`config.mk`:
```
export PLATFORM = sky130hd
export DESIGN_NAME = operand_skew_feeder
export DESIGN_NICKNAME = d
export VERILOG_FILES = /design/src/rtl/operand_skew_feeder.sv
export SDC_FILE = /design/constraint.sdc
export NUM_CORES = 1
export LEC_CHECK = 0
export CAP_MARGIN = 20
export CORE_MARGIN = 1.5
export CORE_UTILIZATION = 53
export DETAILED_ROUTE_END_ITERATION = 10
export MAX_ROUTING_LAYER = met4
export PLACE_DENSITY = 0.94
export SLEW_MARGIN = 20
export SYNTH_ARGS = -nofsm -noshare
export SYNTH_HDL_FRONTEND = slang
export SYNTH_SLANG_ARGS = --single-unit
```
`constraint.sdc`:
```
create_clock -name clk_i -period 22.7 [get_ports clk_i]
set_input_delay 6.81 -clock clk_i [delete_from_list [all_inputs] [get_ports clk_i]]
set_output_delay 6.81 -clock clk_i [all_outputs]
set_load 0.01 [all_outputs]
```
`src/rtl/operand_skew_feeder.sv`:
```
// Operand skew feeder: accepts LANES-wide vectors and delays lane j by j cycles so a
// systolic PE array edge sees a diagonal wavefront. Optional stall counter: FEEDER_STALL_CNT_EN.
module operand_skew_feeder #(
  parameter int DATA_WIDTH = 32,
  parameter int LANES      = 4,
  parameter int LEN_W      = 8
) (
  input  logic                        clk_i,
  input  logic                        rst_i,
  input  logic                        start_i,
  input  logic [LEN_W-1:0]            len_i,
  input  logic                        in_valid_i,
  output logic                        in_ready_o,
  input  logic [LANES*DATA_WIDTH-1:0] in_data_i,
  input  logic                        stall_i,
  output logic [LANES*DATA_WIDTH-1:0] out_data_o,
  output logic [LANES-1:0]            out_lane_vld_o,
  output logic                        busy_o,
  output logic                        done_o
`ifdef FEEDER_STALL_CNT_EN
  ,
  output logic [15:0]                 stall_cnt_o
`endif
);

  localparam int CNT_W = (LANES > 1) ? $clog2(LANES) : 1;

  // Handshake: a vector moves when in_valid_i && in_ready_o at a rising edge;
  // in_ready_o never depends on in_valid_i, only on state and stall_i.
  typedef enum logic [1:0] {
    IDLE   = 2'd0,
    STREAM = 2'd1,
    DRAIN  = 2'd2,
    DONE   = 2'd3
  } state_t;

  state_t             state;
  state_t             next_state;
  logic [LEN_W-1:0]   rem_cnt;
  logic [CNT_W-1:0]   drain_cnt;
  logic               accept;
  logic               start_ok;
  logic               last_accept;

  assign accept      = (state == STREAM) && in_valid_i && !stall_i;
  assign start_ok    = (state == IDLE) && start_i && !stall_i;
  assign last_accept = accept && (rem_cnt == LEN_W'(1));

  always_ff @(posedge clk_i or posedge rst_i) begin
    if (rst_i) begin
      state <= IDLE;
    end else begin
      state <= next_state;
    end
  end

  always_comb begin
    next_state = state;
    case (state)
      IDLE: begin
        if (start_ok) begin
          next_state = (len_i == '0) ? DONE : STREAM;
        end
      end
      STREAM: begin
        // A single-lane array has nothing to drain after the last vector.
        if (last_accept) begin
          next_state = (LANES == 1) ? DONE : DRAIN;
        end
      end
      DRAIN: begin
        if (!stall_i && (drain_cnt <= CNT_W'(1))) begin
          next_state = DONE;
        end
      end
      DONE: begin
        next_state = IDLE;
      end
      default: begin
        next_state = IDLE;
      end
    endcase
  end

  always_comb begin
    in_ready_o = (state == STREAM) && !stall_i;
    busy_o     = (state != IDLE);
    done_o     = (state == DONE);
  end

  always_ff @(posedge clk_i or posedge rst_i) begin
    if (rst_i) begin
      rem_cnt   <= '0;
      drain_cnt <= '0;
    end else begin
      if (start_ok) begin
        rem_cnt <= len_i;
      end else if (accept) begin
        rem_cnt <= rem_cnt - LEN_W'(1);
      end

      if (last_accept) begin
        drain_cnt <= CNT_W'(LANES - 1);
      end else if ((state == DRAIN) && !stall_i && (drain_cnt != '0)) begin
        drain_cnt <= drain_cnt - CNT_W'(1);
      end
    end
  end

  // Lane j owns a (j+1)-deep pipe; stage 0 loads on accept, otherwise a bubble.
  for (genvar j = 0; j < LANES; j++) begin : g_lane
    logic [DATA_WIDTH-1:0] sd [0:j];
    logic                  sv [0:j];

    always_ff @(posedge clk_i or posedge rst_i) begin
      if (rst_i) begin
        for (int k = 0; k <= j; k++) begin
          sd[k] <= '0;
          sv[k] <= 1'b0;
        end
      end else if (!stall_i) begin
        sd[0] <= accept ? in_data_i[j*DATA_WIDTH +: DATA_WIDTH] : '0;
        sv[0] <= accept;
        for (int k = 1; k <= j; k++) begin
          sd[k] <= sd[k-1];
          sv[k] <= sv[k-1];
        end
      end
    end

    assign out_data_o[j*DATA_WIDTH +: DATA_WIDTH] = sv[j] ? sd[j] : '0;
    assign out_lane_vld_o[j]                      = sv[j];
  end

`ifdef FEEDER_STALL_CNT_EN
  always_ff @(posedge clk_i or posedge rst_i) begin
    if (rst_i) begin
      stall_cnt_o <= '0;
    end else if (start_ok) begin
      stall_cnt_o <= '0;
    end else if (busy_o && stall_i && (stall_cnt_o != 16'hFFFF)) begin
      stall_cnt_o <= stall_cnt_o + 16'd1;
    end
  end
`endif

endmodule
```
# Word level (Yosys, flattened, before mapping)
# Index checks and enable logic that the tools add are counted.
[classes]
n_reduce_logical = 17
mux = 17
order_cmp = 1
n_eq_ne = 7
addsub = 2
[op_table]
columns = ["operator", "count"]
rows = [
  ["$mux W32", 8],
  ["$mux W8", 2],
  ["$mux W2", 6],
  ["$logic_and A1 B1 Y1", 9],
  ["$eq A8 B1 Y1 const B", 1],
  ["$logic_not A8 Y1", 1],
  ["$pmux W2 S4", 1],
  ["$reduce_bool A2 Y1", 4],
  ["$sub A8 B1 Y8 const B", 1],
  ["$ne A2 B2 Y1 const B", 3],
  ["$eq A2 B2 Y1 const B", 2],
  ["$reduce_and A3 Y1", 1],
  ["$eq A2 B1 Y1 const B", 1],
  ["$le A2 B1 Y1 const B", 1],
  ["$logic_not A2 Y1", 1],
  ["$sub A2 B1 Y2 const B", 1],
  ["$logic_not A1 Y1", 1],
]
[totals]
register_bits = 336
in_bits = 141
elab_cells = 61

# Logic depth before layout (Yosys ltp)
# Gate-level depths: netlist (run 1).
[depth]
word_depth = 6
mapped_depth = 7
mapped_depth_nobuf = 6

# Worst setup path before layout (run 1)
# No wires, ideal clock.
[synth_timing]
path_kind = "input port to output port"
from = "input stall_i"
to = "output in_ready_o"
arrival_ps = 7494
n_path_buf = 3
required_time_ps = 15890
stages = 4
path_slack_ps = 8396
cell_sequence = "buf_2 -> clkbuf_1 -> buf_2 -> nor2b_1"
[synth_between]
elab_chain_cells = 2
[synth_lines]
columns = ["item", "line", "text"]
rows = [
  ["from (decl)", "15", "input logic stall_i,"],
  ["$logic_not A1 Y1", "-", ""],
  ["$logic_and A1 B1 Y1", "86", "in_ready_o = (state == STREAM) && !stall_i;"],
  ["to (decl)", "13", "output logic in_ready_o,"],
]
# No other way between the ends.

# Worst setup path after layout (run 1)
# Ends and elaborated chain as after synthesis.

==> results of run 1 <==
==> worst max path at each step <==
stage / depth (start not counted) / from / slack (ps) / to
after detailed placement: 3 / stall_i / 8030 / in_ready_o
final: 3 / stall_i / 8020 / in_ready_o
after global placement: 3 / stall_i / 8050 / in_ready_o
after CTS: 3 / stall_i / 8020 / in_ready_o
after global routing: 3 / stall_i / 7950 / in_ready_o
after floorplan: 1 / rst_i / 6580 / drain_cnt[0]
==> through the flow <==
stage,cell area (sq um),util,setup slack (ps),total power (W),hold slack (ps)
floorplan,13370,-,6580,0.0009407,469.1
global placement,16310,0.6646,8054,0.001029,478.9
detailed placement,16310,0.6646,8032,0.001049,485.0
CTS,17500,0.7135,8016,0.001642,497.1
global route,17510,0.7138,7947,0.001704,504.1
finish,17510,0.7138,8019,0.001624,492.8
==> power groups by stage <==
stage          Clock (W)  Sequential (W)  Combinational, W
4_1_cts         0.000598        0.000783          0.000260
5_1_grt         0.000624        0.000798          0.000281
3_3_place_gp           0        0.000783          0.000246
2_1_floorplan          0        0.000755          0.000186
6_report        0.000585        0.000782          0.000256
3_5_place_dp           0        0.000792          0.000257
==> cell usage in the layout, fill, tap and decap left out, types with 2 or more instances in the layout <==
cell type and instances:
a21oi_1 2, mux2_2 195, a221o_1 2, nor4_1 2
bufinv_16 3, clkbuf_16 37, inv_1 8, xnor2_1 2
o211ai_1 3, ha_1 8, clkbuf_8 6, clkbuf_1 6
inv_6 2, nor2_1 4, o22ai_1 3, nand3_1 2
dfrtp_1 335, and2_1 129, nand4_1 2, a31oi_1 2
nor3_1 3, buf_4 6, nand2_1 13, inv_8 2
clkinv_2 8, o21ai_0 3, buf_6 2, clkdlybuf4s50_1 274
a22o_1 128
==> worst max-delay path, delay by kind of cell <==
family | cells | cell delay, ps
buf+inv | 2 | 910
simple gates | 1 | 130
==> cell families (layout without fill, tap and decap cells) <==
logic type,Yosys count,after routing,share of synthesized area
adders and majority gates,8,8,0.007485
buffers and inverters,76,356,0.02517
and+or+nand+nor,164,164,0.07606
xor gates and xnor gates,2,2,0.001310
AOI/OAI and AO/OA,150,150,0.09636
DFF,336,336,0.6287
muxes,196,196,0.1649
==> metal layers <==
metal  GRT usage  share of wire
met3     0.04597          0.055
met5           -              0
met4     0.09133          0.035
met1      0.2758           0.40
met2      0.3950           0.51
==> area by class of cell <==
type                       count  area, sq um  area share
clock buffer                  49         1031     0.05887
clock inverter                15        167.7    0.009574
inverter                       9        41.29    0.002358
multi-input combinational    520         4633      0.2646
sequential                   336         8409      0.4802
tap                          324        405.4     0.02315
timing repair buffer         283         2825      0.1613
==> sequential cells by signal, indices dropped and copies added, names as in the netlist <==
name            cells
g_lane.sv           2
g_lane.sd         320
drain_cnt           2
state               2
out_lane_vld_o      2
rem_cnt             8
==> reports/qor.yml, run 1 <==
clock_network:
  tritoncts: "done"
  cts_buffers: 36
  cts_setup_buffers: 0
  clk_pin_slew_ps: 60
  root_buffer: "clkbuf_16"
  cts-hold-fix-buffers: 0
  clkSinkCount: 336
  clk_latency_ps: 520
  clock_path_buffers: 3
  ctsHtreeMaxLevel: 2
  cts_resized: 0
floorplanning:
  initial_core_util: 0.5451
  ios: 276
  die_y_um: 161.9
  die_w_um: 161.9
  rows: 57
  dieArea_sq_mm: 0.02620
  core_area_sq_mm: 0.02453
route:
  drc_errors: 0
  first_iter_violations: 524
  first_pass_iters: 4
  drt_wl_total_mm: 28.90
  vias: 8440
  detail_route.vias_per_cell: 5.495
  wl_per_cell_um: 18.82
  final_antenna_net_count: 0
worst_setup_path:
  worstPathCellList: "buf_8 > nor2b_1 > clkdlybuf4s50_1"
  cp-end-kind: "output pin"
  worstSetupPathType: "in2out"
  r2r_cells: 6
  reg2reg_from: "state[1]"
  rr_endpoint: "g_lane[3].sd[115]"
  worstPathArrival_ps: 7870
  worstPathRequired_ps: 15890
  crit_path_top_delay_cell: "clkdlybuf4s50_1"
  worstPathMaxFanout: 81
  reg2reg_slack_ps: 19820
  critPathLaunchType: "input port"
  max_stage_delay_ps: 510
finish:
  diodes: 0
  fillerInstances: 1586
  areaGrowthSynthToFinish_pct: 30.95
  fin_cells: 1536
  layout-drive-gt1-share: 0.2244
  fin_nets: 1335
timing:
  setup_tns_ps: 0
  fmax_mhz: 68.11
  slew_viol_final: 0
  fin_crit_sh: 0.6467
  worst_pin_slew_ps: 1041
  setup-violations-final: 0
  slew_headroom: 0.3057
  hold_viol_final: 0
  finClkSkew_ps: 26.48
  fin_crit_ps: 14680
  rsz0062_at_grt: "no"
yosys:
  yosysTopAreaCellShare: 0.6287
  yosys.cell_count.top_type: "dfrtp_1"
  syn_nets: 1081
  synthCells: 932
  synthArstFlopShare: 1.000
  synth_area_per_cell_sq_um: 14.35
  netlist_top_cells_count: "dfrtp_1, mux2_2, and2_1"
  synth-seq-area-share: 0.6287
  synth_enable_flop_cells: 0
  synth_ff_type: "dfrtp_1"
  synth_area_leaders: "dfrtp_1, mux2_2, a22o_1, and2_1, buf_2"
  ys_seq_elements: 336
  synthesis.area_sq_mm: 0.01337
  ys_warn_count: 0
  ys_types: 40
  yosys.area.top_type: "dfrtp_1"
hold_path:
  min_path_type: "reg2reg"
  hp-start: "g_lane[2].sd[90]"
  holdPathEnd: "g_lane[2].sd[58]"
  hold_depth: 1
pwr:
  p_comb_frac: 0.158
  switching_power_w: 0.0004167
  p_clk_frac: 0.360
  p_int_w: 0.001207
  ir_drop_v: 0.00005316
  switching_share: 0.2567
  power.density_mw_per_mm2: 92.71
  seqPwrFrac: 0.482
  p_leak_nw: 8.309
global_route:
  grt_pass1_wl_mm: 47.31
  grt_pass1_vias: 9202
  overflow: 0
  track_usage: 0.2332
  antenna_found_initial: 0
  grt_max_degree: 92
placed_design:
  dp.cells: 1472
  port_buffers: 275
  finalWeightedCongestion: 0.8201
  dp_hpwl_mm: 18.52
outcome:
  status: "finished clean"
flow_run:
  maxCapViolCount: 0
Power figures use the tool's default switching activity.
==> run 2, diff against run 1 <==
- CORE_UTILIZATION: 53 -> 46
- PLACE_DENSITY: 0.94 -> 0.88
- clock period: 22.7 -> 13.1 ns (I/O delays scaled with it)
==> run 2 against run 1 <==
Via count down 1.0%; first-iteration DRC count increased by 5.5%; sequential cell count did not move; critical path type unchanged; combinational power up 75%; power rose by 75%; critical path depth unchanged; critical endpoint unchanged; clock skew decreased by 16 ps; count of clock-buffer cells in the layout is 8 higher; cell area rose by 0.70%; sequential share of layout area fell by 0.33 points.
==> reports/qor.yml, run 2 (synthesis results as in run 1) <==
clock_network:
  clk_latency_ps: 500
  cts_resized: 0
  clkSinkCount: 336
  clock_path_buffers: 3
  clk_pin_slew_ps: 60
  cts-hold-fix-buffers: 0
  cts_buffers: 36
  ctsHtreeMaxLevel: 2
  cts_setup_buffers: 0
  root_buffer: "clkbuf_16"
  tritoncts: "done"
route:
  detail_route.vias_per_cell: 5.234
  drt_wl_total_mm: 28.37
  drc_errors: 0
  first_pass_iters: 5
  wl_per_cell_um: 17.78
  first_iter_violations: 553
  vias: 8354
  final_antenna_net_count: 0
timing:
  fin_crit_sh: 0.6862
  slew_headroom: 0.3293
  rsz0062_at_grt: "no"
  hold_viol_final: 0
  finalWorstSetupSlack_ps: 4111
  setup_tns_ps: 0
  slew_viol_final: 0
  fmax_mhz: 111.2
  finClkSkew_ps: 10.69
  fin_crit_ps: 8989
  setup-violations-final: 0
  worst_pin_slew_ps: 1006
finish:
  fin_nets: 1334
  regMostFlops: "g_lane.sd"
  fillerInstances: 2109
  multi_input_area_sq_mm: 0.004633
  layout-drive-gt1-share: 0.2228
  seqCellArea_sq_mm: 0.008411
  areaGrowthSynthToFinish_pct: 31.86
  largest_reg_flops: 320
  final_common_cell: "dfrtp_1"
  final_core_util: 0.6161
  diodes: 0
  reg.largest.list: "g_lane.sd: 320 flops, rem_cnt: 8 flops"
  mostFrequentLayoutCells: "dfrtp_1, clkdlybuf4s50_1, mux2_2, and2_1, a22o_1"
worst_setup_path:
  worstPathMaxFanout: 107
  worstPathCellList: "buf_8 > nor2b_1 > clkdlybuf4s50_1"
  rr_endpoint: "rem_cnt[5]"
  reg2reg_slack_ps: 9940
  worstPathArrival_ps: 5060
  worstPathRequired_ps: 9170
  critPathLaunchType: "input port"
  cp-end-kind: "output pin"
  crit_path_top_delay_cell: "clkdlybuf4s50_1"
  cp_top_family: "buffers and inverters"
  r2r_cells: 7
  worstSetupPathType: "in2out"
  reg2reg_from: "state[1]"
  crit_buf_inv: 2
  max_stage_delay_ps: 510
floorplanning:
  die_w_um: 173.5
  die_y_um: 173.5
  dieArea_sq_mm: 0.03011
  initial_core_util: 0.4672
  core_area_sq_mm: 0.02863
  rows: 62
  ios: 276
global_route:
  antenna_found_initial: 0
  grt_pass1_vias: 8991
  track_usage: 0.1953
  grt_max_degree: 182
  overflow: 0
  grt_pass1_wl_mm: 46.31
hold_path:
  hold_depth: 1
  min_path_type: "reg2reg"
  holdPathEnd: "g_lane[3].sd[56]"
  hp-start: "g_lane[3].sd[88]"
flow_run:
  maxCapViolCount: 0
placed_design:
  finalWeightedCongestion: 0.7794
  dp_hpwl_mm: 17.88
  port_buffers: 275
  dp_slack_ps: 4108
outcome:
  status: "finished clean"
pwr:
  power.density_mw_per_mm2: 161.2
  ir_drop_v: 0.0001007
  p_leak_nw: 8.311
-- run 2: changes by cell type in the layout (fill, tap and decap cells not counted), sizes merged --
cell,previous run,this run
clkbuf,49,57
clkinv,9,4
inv,12,8
clkinvlp,0,2
buf,9,8
-- run 2: per-layer routing --
layer	track usage	up-vias	routed length, um
met5	-	-	0
met4	0.06123	0	759
met3	0.04189	49	1624
met2	0.3203	261	13810
met1	0.2430	4202	12180
li1	-	3842	-
-- run 2: where the power goes --
part           switching, W  total [W]  internal, W
Clock              0.000394    0.00104     0.000648
Sequential         0.000135    0.00135      0.00122
Combinational      0.000188   0.000448     0.000260
Total              0.000717    0.00284      0.00213
-- run 2: worst max path at each step --
stage / end / slack (ps) / cells past startpoint / start
after detailed placement: in_ready_o / 4110 / 3 / stall_i
after floorplan: in_ready_o / 4560 / 4 / stall_i
after global placement: in_ready_o / 4110 / 3 / stall_i
after global routing: in_ready_o / 4050 / 3 / stall_i
after CTS: in_ready_o / 4100 / 3 / stall_i
final: in_ready_o / 4110 / 3 / stall_i
-- run 2: area by class of cell --
type	instances	share of cell area
well taps	384	0.02724
clock buffers	57	0.06364
clock inverters	8	0.007308
flip-flops and latches	336	0.4769
multi-input cells	520	0.2627
inverters	9	0.002128
repair buffers	282	0.1601
-- run 2: metrics by stage --
step / power (W) / instance area, sq um / hold slack [ps] / instances
3_3_place_gp: 0.001785 / 16380 / 478.3 / 1531
2_1_floorplan: 0.001631 / 13380 / 469.1 / 932
4_1_cts: 0.002874 / 17630 / 487.9 / 1596
3_5_place_dp: 0.001820 / 16380 / 485.1 / 1531
5_1_grt: 0.002978 / 17640 / 507.3 / 1596
6_report: 0.002843 / 17640 / 488.7 / 1596
==> run 3, diff against run 2 <==
- CORE_UTILIZATION: 46 -> 51
- PLACE_DENSITY: 0.88 -> 0.92
- clock period: 13.1 -> 9.2 ns (I/O delays scaled with it)
==> run 3 against run 2 <==
Power rose by 38%; clock skew barely moved; combinational power is 42% higher; routed wire length is 0.66% lower; clock power up 31%; critical path depth is the same; non-clock buffer count is the same; cell count shrank 3.4%; via count is 0.51% higher; count of clock-buffer cells in the layout fell by 8.
==> reports/qor.yml, run 3 (synthesis results as in run 1) <==
outcome:
  status: "finished clean"
clock_network:
  root_buffer: "clkbuf_16"
  ctsHtreeMaxLevel: 2
  cts_setup_buffers: 0
  clock_path_buffers: 3
  clk_latency_ps: 500
  cts_buffers: 35
  clk_pin_slew_ps: 60
  tritoncts: "done"
  cts-hold-fix-buffers: 0
  cts_resized: 0
  clkSinkCount: 336
finish:
  final_common_cell: "dfrtp_1"
  reg.largest.list: "g_lane.sd: 320 flops, rem_cnt: 8 flops"
  fin_nets: 1333
  areaGrowthSynthToFinish_pct: 30.37
  largest_reg_flops: 320
  layout-drive-gt1-share: 0.2231
  regMostFlops: "g_lane.sd"
  mostFrequentLayoutCells: "dfrtp_1, clkdlybuf4s50_1, mux2_2, and2_1, a22o_1"
route:
  final_antenna_net_count: 0
  vias: 8397
  first_iter_violations: 526
  drt_wl_total_mm: 28.18
  drc_errors: 0
  detail_route.vias_per_cell: 5.446
  first_pass_iters: 4
  wl_per_cell_um: 18.28
floorplanning:
  rows: 59
  die_y_um: 164.9
  ios: 276
  initial_core_util: 0.5162
  die_w_um: 164.9
  dieArea_sq_mm: 0.02720
  core_area_sq_mm: 0.02591
timing:
  fin_crit_sh: 0.7303
  finClkSkew_ps: 10.70
  fmax_mhz: 148.8
  slew_viol_final: 0
  slew_headroom: 0.2914
  hold_viol_final: 0
  fin_crit_ps: 6719
  rsz0062_at_grt: "no"
  setup_tns_ps: 0
  setup-violations-final: 0
  worst_pin_slew_ps: 1063
worst_setup_path:
  worstSetupPathType: "in2out"
  worstPathArrival_ps: 3960
  r2r_cells: 5
  worstPathMaxFanout: 115
  critPathLaunchType: "input port"
  worstPathCellList: "buf_8 > nor2b_1 > clkdlybuf4s50_1"
  max_stage_delay_ps: 540
  reg2reg_from: "state[1]"
  reg2reg_slack_ps: 6390
  crit_path_top_delay_cell: "buf_8"
  worstPathRequired_ps: 6440
  cp-end-kind: "output pin"
  rr_endpoint: "g_lane[0].sd[21]"
pwr:
  switching_power_w: 0.001007
  p_int_w: 0.002909
  ir_drop_v: 0.0001438
  p_leak_nw: 8.253
  seqPwrFrac: 0.492
  switching_share: 0.2572
  p_clk_frac: 0.346
  p_comb_frac: 0.162
  power.density_mw_per_mm2: 224.6
  power_w: 0.003917
global_route:
  overflow: 0
  grt_pass1_wl_mm: 44.69
  top_usage_layer: "met2"
  met3_usage: 0.03918
  grt_pass1_vias: 8787
  track_usage: 0.2139
  grt_max_degree: 167
  met2_usage: 0.3537
  antenna_found_initial: 0
  grt_util_met1: 0.2661
placed_design:
  dp_hpwl_mm: 18.17
  port_buffers: 275
  finalWeightedCongestion: 0.7734
hold_path:
  hp-start: "g_lane[2].sd[8]"
  holdPathEnd: "g_lane[2].sd[8]"
  min_path_type: "reg2reg"
  hold_depth: 1
flow_run:
  maxCapViolCount: 0
## run 3: cell types whose count changed in the layout (fill, tap and decap cells not counted), sizes merged
cell | before | now
clkbuf | 57 | 49
clkinv | 4 | 7
bufinv | 3 | 1
diode | 0 | 1
inv | 8 | 9
## run 3: area by class of cell
cell class | instances | area [sq um]
Antenna cell | 1 | 2.502
Clock buffer | 49 | 1028
Clock inverter | 10 | 81.33
Fill cell | 1792 | 8476
Inverter | 9 | 37.54
Multi-Input combinational cell | 520 | 4633
Sequential cell | 336 | 8411
Tap cell | 335 | 419.2
Timing Repair Buffer | 282 | 2823
## run 3: worst max-delay path: cells and delay by family
kind	cells	cell delay, ps
buffers and inverters	2	1060
AND/OR/NAND/NOR	1	100
## run 3: worst max path at each step
stage / depth (start not counted) / slack [ps] / to / from
2_1_floorplan: 1 / 1950 / drain_cnt[0] / rst_i
3_3_place_gp: 3 / 2500 / in_ready_o / stall_i
3_5_place_dp: 3 / 2500 / in_ready_o / stall_i
4_1_cts: 3 / 2480 / in_ready_o / stall_i
5_1_grt: 3 / 2400 / in_ready_o / stall_i
6_report: 3 / 2480 / in_ready_o / stall_i
## run 3: power by group through the flow
| stage | sequential (W) | clock [W] | combinational, W |
|---|---|---|---|
| 2_1_floorplan | 0.00186 | 0 | 0.000459 |
| 3_3_place_gp | 0.00193 | 0 | 0.000608 |
| 3_5_place_dp | 0.00195 | 0 | 0.000638 |
| 4_1_cts | 0.00193 | 0.00139 | 0.000644 |
| 5_1_grt | 0.00197 | 0.00145 | 0.000696 |
| 6_report | 0.00193 | 0.00136 | 0.000634 |
## run 3: stage by stage
step | hold WS, ps | std cells | area [sq um] | utilization | setup slack (ps)
2_1_floorplan | 469.1 | 932 | 13380 | - | 1949
3_3_place_gp | 478.6 | 1482 | 16320 | 0.6299 | 2496
3_5_place_dp | 485.5 | 1482 | 16320 | 0.6299 | 2501
4_1_cts | 499.0 | 1541 | 17430 | 0.6727 | 2484
5_1_grt | 508.3 | 1541 | 17430 | 0.6728 | 2403
6_report | 494.9 | 1542 | 17440 | 0.6729 | 2481
## run 3: metal layers
layer,routed length [um],part of all wire,vias up
met5,0,0,-
met2,14150,0.50,247
li1,-,-,3834
met3,1490,0.053,53
met1,11850,0.42,4263
met4,697,0.025,0
